## src/rtl/pipe_dec_pkg.sv

```systemverilog
// Shared decode-stage definitions: instruction field positions, immediate
// selection codes and load/store sizing codes.
package pipe_dec_pkg;

    localparam int INSTR_W    = 32;
    localparam int FLD_A_HI   = 25;
    localparam int FLD_A_LO   = 21;
    localparam int FLD_D_HI   = 20;
    localparam int FLD_D_LO   = 16;
    localparam int FLD_B_HI   = 15;
    localparam int FLD_B_LO   = 11;
    localparam int FLD_IMM_HI = 15;
    localparam int FLD_IMM_LO = 0;

    typedef enum logic [1:0] {
        IMM_SEXT   = 2'b00,
        IMM_ZEXT   = 2'b01,
        IMM_LUI    = 2'b10,
        IMM_BRANCH = 2'b11
    } imm_sel_e;

    // Code 2'b11 is unused and treated as a full word.
    typedef enum logic [1:0] {
        SIZE_WORD = 2'b00,
        SIZE_BYTE = 2'b01,
        SIZE_HALF = 2'b10
    } size_e;

endpackage

```

## src/rtl/regfile_bypass.sv

```systemverilog
// 2-read / 1-write register file with write-first read bypass; register 0 is
// hard-wired to zero.
module regfile_bypass #(
    parameter int DATA_W     = 32,
    parameter int REG_AW     = 5,
    parameter int CLR_ON_RST = 1
) (
    input  logic              clk,
    input  logic              rst_n,
    input  logic              wr_en,
    input  logic [REG_AW-1:0] wr_addr,
    input  logic [DATA_W-1:0] wr_data,
    input  logic [REG_AW-1:0] rd_addr_a,
    input  logic [REG_AW-1:0] rd_addr_b,
    output logic [DATA_W-1:0] rd_data_a,
    output logic [DATA_W-1:0] rd_data_b
);

    localparam int NREG = 1 << REG_AW;

    logic [DATA_W-1:0] regs [NREG];
    logic              wr_hit;

    assign wr_hit = wr_en && (wr_addr != '0);

    // Without clearing, reset only blocks writes so a write landing on a
    // reset edge is still dropped.
    generate
        if (CLR_ON_RST != 0) begin : g_clr
            always_ff @(posedge clk or negedge rst_n) begin
                if (!rst_n) begin
                    for (int i = 0; i < NREG; i++) begin
                        regs[i] <= '0;
                    end
                end else if (wr_hit) begin
                    regs[wr_addr] <= wr_data;
                end
            end
        end else begin : g_noclr
            always_ff @(posedge clk) begin
                if (rst_n && wr_hit) begin
                    regs[wr_addr] <= wr_data;
                end
            end
        end
    endgenerate

    always_comb begin
        rd_data_a = regs[rd_addr_a];
        rd_data_b = regs[rd_addr_b];
        if (rd_addr_a == '0) begin
            rd_data_a = '0;
        end else if (wr_hit && (wr_addr == rd_addr_a)) begin
            rd_data_a = wr_data;
        end
        if (rd_addr_b == '0) begin
            rd_data_b = '0;
        end else if (wr_hit && (wr_addr == rd_addr_b)) begin
            rd_data_b = wr_data;
        end
    end

endmodule

```

## src/rtl/pipe_decstage.sv

```systemverilog
// Decode stage: operand read with write-back bypass, immediate generation,
// store sizing, load-use scoreboard and a one-entry valid/ready output register.
module pipe_decstage
    import pipe_dec_pkg::*;
#(
    parameter int DATA_W     = 32,
    parameter int REG_AW     = 5,
    parameter int CLR_ON_RST = 1
) (
    input  logic               clk,
    input  logic               rst_n,
    input  logic               in_valid,
    output logic               in_ready,
    input  logic [INSTR_W-1:0] instr,
    input  logic [1:0]         imm_sel,
    input  logic               rf_b_sel,
    input  logic [1:0]         st_size,
    input  logic               is_load,
    input  logic               wb_en,
    input  logic [REG_AW-1:0]  wb_addr,
    input  logic               wb_sel,
    input  logic [DATA_W-1:0]  alu_out,
    input  logic [DATA_W-1:0]  mem_out,
    input  logic [1:0]         ld_size,
    input  logic               ld_signed,
    output logic               out_valid,
    input  logic               out_ready,
    output logic [DATA_W-1:0]  rf_a,
    output logic [DATA_W-1:0]  rf_b_or_st,
    output logic [DATA_W-1:0]  immed,
    output logic [REG_AW-1:0]  out_dst,
    output logic               out_load,
    output logic               stall
);

    localparam int NREG = 1 << REG_AW;

    logic [REG_AW-1:0] a_addr, d_addr, b_addr;
    logic [15:0]       imm16;
    logic              unused_instr_hi;
    logic [DATA_W-1:0] mem_sized, wb_data;
    logic [DATA_W-1:0] rd_a, rd_b, st_sized, imm_ext;
    logic [NREG-1:0]   pending, pend_set, pend_clr;
    logic              wb_mem_clr, a_haz, b_haz, accept;

    assign a_addr          = REG_AW'(instr[FLD_A_HI:FLD_A_LO]);
    assign d_addr          = REG_AW'(instr[FLD_D_HI:FLD_D_LO]);
    assign b_addr          = rf_b_sel ? d_addr : REG_AW'(instr[FLD_B_HI:FLD_B_LO]);
    assign imm16           = instr[FLD_IMM_HI:FLD_IMM_LO];
    assign unused_instr_hi = ^instr[INSTR_W-1:FLD_A_HI+1];

    always_comb begin
        mem_sized = mem_out;
        case (ld_size)
            SIZE_BYTE: mem_sized = {{(DATA_W-8){ld_signed & mem_out[7]}}, mem_out[7:0]};
            SIZE_HALF: mem_sized = {{(DATA_W-16){ld_signed & mem_out[15]}}, mem_out[15:0]};
            default:   mem_sized = mem_out;
        endcase
    end

    assign wb_data = wb_sel ? mem_sized : alu_out;

    regfile_bypass #(
        .DATA_W     (DATA_W),
        .REG_AW     (REG_AW),
        .CLR_ON_RST (CLR_ON_RST)
    ) u_rf (
        .clk       (clk),
        .rst_n     (rst_n),
        .wr_en     (wb_en),
        .wr_addr   (wb_addr),
        .wr_data   (wb_data),
        .rd_addr_a (a_addr),
        .rd_addr_b (b_addr),
        .rd_data_a (rd_a),
        .rd_data_b (rd_b)
    );

    always_comb begin
        st_sized = rd_b;
        case (st_size)
            SIZE_BYTE: st_sized = DATA_W'(rd_b[7:0]);
            SIZE_HALF: st_sized = DATA_W'(rd_b[15:0]);
            default:   st_sized = rd_b;
        endcase
    end

    always_comb begin
        imm_ext = {{(DATA_W-16){imm16[15]}}, imm16};
        case (imm_sel)
            IMM_ZEXT:   imm_ext = DATA_W'(imm16);
            IMM_LUI:    imm_ext = DATA_W'({imm16, 16'h0000});
            IMM_BRANCH: imm_ext = {{(DATA_W-18){imm16[15]}}, imm16, 2'b00};
            default:    imm_ext = {{(DATA_W-16){imm16[15]}}, imm16};
        endcase
    end

    // A register being written back from memory this cycle is served by the
    // bypass, so it no longer counts as a hazard.
    assign wb_mem_clr = wb_en & wb_sel;
    assign a_haz      = (a_addr != '0) && pending[a_addr] &&
                        !(wb_mem_clr && (wb_addr == a_addr));
    assign b_haz      = (b_addr != '0) && pending[b_addr] &&
                        !(wb_mem_clr && (wb_addr == b_addr));
    assign stall      = in_valid & (a_haz | b_haz);
    assign in_ready   = (~out_valid | out_ready) & ~stall;
    assign accept     = in_valid & in_ready;

    assign pend_clr = wb_mem_clr ? (NREG'(1) << wb_addr) : '0;
    assign pend_set = (accept && is_load && (d_addr != '0)) ? (NREG'(1) << d_addr) : '0;

    // Set is OR-ed in after the clear so a new load wins over a write-back.
    always_ff @(posedge clk or negedge rst_n) begin
        if (!rst_n) begin
            pending <= '0;
        end else begin
            pending <= (pending & ~pend_clr) | pend_set;
        end
    end

    always_ff @(posedge clk or negedge rst_n) begin
        if (!rst_n) begin
            out_valid  <= 1'b0;
            rf_a       <= '0;
            rf_b_or_st <= '0;
            immed      <= '0;
            out_dst    <= '0;
            out_load   <= 1'b0;
        end else if (accept) begin
            out_valid  <= 1'b1;
            rf_a       <= rd_a;
            rf_b_or_st <= st_sized;
            immed      <= imm_ext;
            out_dst    <= d_addr;
            out_load   <= is_load;
        end else if (out_ready) begin
            out_valid  <= 1'b0;
        end
    end

endmodule

```

## config.mk

```make
export PLATFORM = sky130hd
export DESIGN_NAME = pipe_decstage
export DESIGN_NICKNAME = d
export VERILOG_FILES = /design/src/rtl/pipe_dec_pkg.sv /design/src/rtl/regfile_bypass.sv /design/src/rtl/pipe_decstage.sv
export SDC_FILE = /design/constraint.sdc
export NUM_CORES = 2
export LEC_CHECK = 0
export CAP_MARGIN = 20
export CORE_UTILIZATION = 40
export DETAILED_ROUTE_END_ITERATION = 6
export GPL_ROUTABILITY_DRIVEN = 0
export SLEW_MARGIN = 20
export SYNTH_ARGS = -nofsm -noshare
export SYNTH_HDL_FRONTEND = slang
export SYNTH_SLANG_ARGS = --single-unit
```

## constraint.sdc

```tcl
create_clock -name clk -period 3.35 [get_ports clk]
set_input_delay 0.5025 -clock clk [delete_from_list [all_inputs] [get_ports clk]]
set_output_delay 0.5025 -clock clk [all_outputs]
set_load 0.005 [all_outputs]
```

==> impl_metrics.tcl <==
set metrics [dict create \
    maxSlewViolCount 0 \
    die_w_microns 391.6 \
    cp-end-kind "output pin" \
    power_frac_seq_pct 44.6 \
    synthArstFlopShare_pct 100.0 \
    antenna_left 0 \
    critPathArrivalTime_ps 2710 \
    grt_pass1_vias 50198 \
    vias 52637 \
    yosys_warnings 0 \
    drv_cap 0 \
    worstSetupEndpoint "stall" \
    combinationalPowerShare_pct 23.1 \
    die_area_sq_mm 0.1533 \
    routed_via_density 6.203 \
    synth.yosys.seq_area_share_pct 47.77 \
    drt-initial-drc-count 6256 \
    total_power_w 0.04338 \
    clock_sinks 1159 \
    netlist_area_sq_mm 0.06071 \
    chipHeight_microns 391.6 \
    power_density_mw_per_mm2 603.7 \
    wl_per_cell_microns 28.26 \
    fill_cells 13912 \
    drive_above_1_share_pct 15.60 \
    routed_wl_microns 239800 \
    antenna_found_initial 2 \
    dp_cells 8254 \
    power_switching_w 0.01350 \
    status "finished, final reports clean" \
    power.internal_w 0.02988 \
    vdd_ir_drop_max_mv 0.4910 \
    synthFlopType "dfrtp_1" \
    coreArea_sq_mm 0.1503 \
    start_util_pct 40.39 \
    syn_nets 6416 \
    finalCritPeriodShare_pct 95.98 \
    r2r-start "pending[30]$_DFF_PN0_" \
    tightestPinTransition_ps 1001 \
    reg2regPathDepth 10 \
    root_buffer "clkbuf_16" \
    grtUsageTotal_pct 31.08 \
    cts.path.max_buffers 3 \
    p_clk_share_pct 32.3 \
    finalHoldViolations 0 \
    crit_path_max_fanout 4 \
    netlist_instances 6297 \
    syn2layout_area_growth_pct 18.36 \
    r2r_setup_slack_ps 500 \
    setup_violations 0 \
    hold_slack_ps 325.0 \
    swShare_pct 31.11 \
    grt-ovfl-total 0 \
    rows 142 \
    fin_crit_ps 3215 \
    drc 0 \
    cp-startpoint "pending[30]$_DFF_PN0_" \
    clock_latency_ps 770 \
    crit_type "reg -> out" \
    synth-edff-count 0 \
    cts_tree "done" \
    fmax_mhz 311.0 \
    rsz0062_at_grt "no" \
    cts-htree-levels 3 \
    instances_no_fill 8486 \
    grt_max_degree 116 \
    avgSynthCellArea_sq_um 9.641 \
    finClkSkew_ps 35.18 \
    power.leakage_nw 31.68 \
    ios 221 \
    numCtsBuffers 120 \
    hpwl_microns 148600 \
    nets 6483 \
    slew_headroom_pct 33.25 \
    holdCritPathClass "in -> async" \
    required_ps 2850 \
    grt_pass1_wl_microns 349600 \
    cp-start-kind "flip-flop" \
    yosysUniqueCellTypes 70 \
    drt_first_pass_iters 6 \
    clk_pin_slew_ps 60 \
    synth-seq-cells 1159 \
    portBuffers 214 \
    worstReg2RegEnd "rf_b_or_st[23]$_DFFE_PN0P_" \
]
## critical path, stage by stage, from the launching register on
cell and delay [ps]:
dfrtp_1 450, nor2b_1 160, o22ai_1 110, a221o_1 310, o211ai_1 90, a41oi_1 130, a2111o_1 410, nand2_2 80
and2_1 120, clkbuf_2 110
## worst min path at each step
| stage | endpoint | slack, ps | cells past startpoint |
|---|---|---|---|
| final | u_rf.regs[268]$_DFFE_PN0P_ | 330 | 2 |
| after global routing | u_rf.regs[268]$_DFFE_PN0P_ | 350 | 2 |
| after CTS | u_rf.regs[268]$_DFFE_PN0P_ | 300 | 2 |
| after detailed placement | u_rf.regs[1012]$_DFFE_PN0P_ | 390 | 0 |
| after global placement | u_rf.regs[999]$_DFFE_PN0P_ | 380 | 0 |
| after floorplan | immed[0]$_DFFE_PN0P_ | 210 | 0 |
## power by group through the flow
| stage | clock, W | sequential [W] | combinational, W |
|---|---|---|---|
| floorplan | 0 | 0.0187 | 0.00601 |
| global placement | 0 | 0.0193 | 0.00964 |
| detailed placement | 0 | 0.0195 | 0.00989 |
| CTS | 0.0142 | 0.0192 | 0.00994 |
| global route | 0.0147 | 0.0196 | 0.0109 |
| finish | 0.0140 | 0.0193 | 0.0100 |
## cells by family (layout without fill, tap and decap cells)
logic type                 Yosys count  count (layout)  synth area share [%]
DFF                               1159            1159                 47.77
other                                0               2                     0
buffers and inverters              695             866                 4.752
muxes                              698             698                 17.05
and+or+nand+nor                   1900            1900                 12.53
xor gates and xnor gates            10              10                0.1443
AOI/OAI and AO/OA                 1832            1832                 17.69
adders and majority gates            3               3               0.06183
## area by class of cell
class	instances	area [sq um]	area share, %
Multi-Input combinational cell	4443	29360	40.85
Clock buffer	186	3573	4.973
Sequential cell	1159	29000	40.36
Inverter	44	166.4	0.2316
Tap cell	2016	2522	3.510
Antenna cell	2	5.005	0.006965
Clock inverter	40	510.5	0.7104
Timing Repair Buffer	596	6718	9.349
## state kept, by name, summed over array words and instances, names as in the netlist
name / count
pending: 32
u_rf.regs: 1024
rf_a: 32
out_dst: 5
out_valid: 1
rf_b_or_st: 32
immed: 32
out_load: 1
## metal layers
layer	vias up	share of wire, %	track usage [%]
met1	26366	40	42.47
met3	609	10	6.547
li1	22647	-	-
met2	3015	44	46.71
met4	0	5.3	15.59
met5	-	0	0
## placed cells by master (no fill, tap or decap), types with 32 or more instances in the layout
| cell type | synthesis | routed |
|---|---|---|
| clkdlybuf4s50_1 | 0 | 201 |
| a22oi_1 | 39 | 35 |
| o31ai_1 | 34 | 34 |
| and3_1 | 67 | 67 |
| clkbuf_16 | 0 | 122 |
| a21oi_1 | 77 | 76 |
| o211ai_1 | 48 | 48 |
| mux2_2 | 78 | 78 |
| o22ai_1 | 74 | 65 |
| nand3_1 | 77 | 76 |
| mux2i_1 | 334 | 324 |
| clkbuf_1 | 541 | 36 |
| inv_1 | 42 | 41 |
| o21ai_0 | 1111 | 1109 |
| o2111ai_1 | 62 | 62 |
| nand2_1 | 1579 | 1546 |
| a221oi_1 | 81 | 80 |
| nand2_4 | 0 | 32 |
| a211o_1 | 63 | 63 |
| a31oi_1 | 184 | 184 |
| nor2_1 | 110 | 105 |
| buf_4 | 25 | 246 |
| buf_12 | 2 | 137 |
| mux4_2 | 256 | 256 |
| dfrtp_1 | 1159 | 1158 |
## per-stage QoR
stage	worst slack [ps]	utilization [%]	TNS, ps	instance area, sq um
floorplan	479.7	-	0	60710
global placement	-427.9	45.01	-38700	67660
detailed placement	-376.2	45.01	-35080	67660
CTS	1.017	47.79	0	71830
global route	52.83	47.80	0	71850
finish	134.8	47.81	0	71860
## synthesized netlist by cell type, drive strengths merged (16+ instances only)
| cell | n | area, sq um |
|---|---|---|
| a211o | 63 | 551.8 |
| nor2 | 111 | 419.2 |
| a21o | 16 | 120.1 |
| mux2i | 337 | 3402 |
| inv | 44 | 165.2 |
| a21oi | 77 | 385.4 |
| a22oi | 39 | 292.8 |
| and3 | 67 | 419.2 |
| o2111ai | 62 | 543.0 |
| a31oi | 184 | 1151 |
| clkbuf | 541 | 2031 |
| nand3 | 77 | 385.4 |
| nand2 | 1579 | 5927 |
| o22ai | 74 | 462.9 |
| dfrtp | 1159 | 29000 |
| o211ai | 48 | 360.4 |
| buf | 110 | 689.4 |
| mux4 | 256 | 5766 |
| a221oi | 81 | 709.4 |
| o31ai | 34 | 255.2 |
| nor2b | 16 | 100.1 |
| mux2 | 105 | 1186 |
| a211oi | 18 | 135.1 |
| o21ai | 1113 | 5570 |
## timing repair
| action | in CTS | in global routing |
|---|---|---|
| pin swaps | 9 | 6 |
| endpoints found under the setup margin | 2 | 2 |
| gates resized for setup | 21 | 9 |
| hold buffers | 1 | 0 |
| setup buffers | 2 | 1 |
| endpoints found under the hold margin | 30 | 0 |
Power figures use the tool's default switching activity.
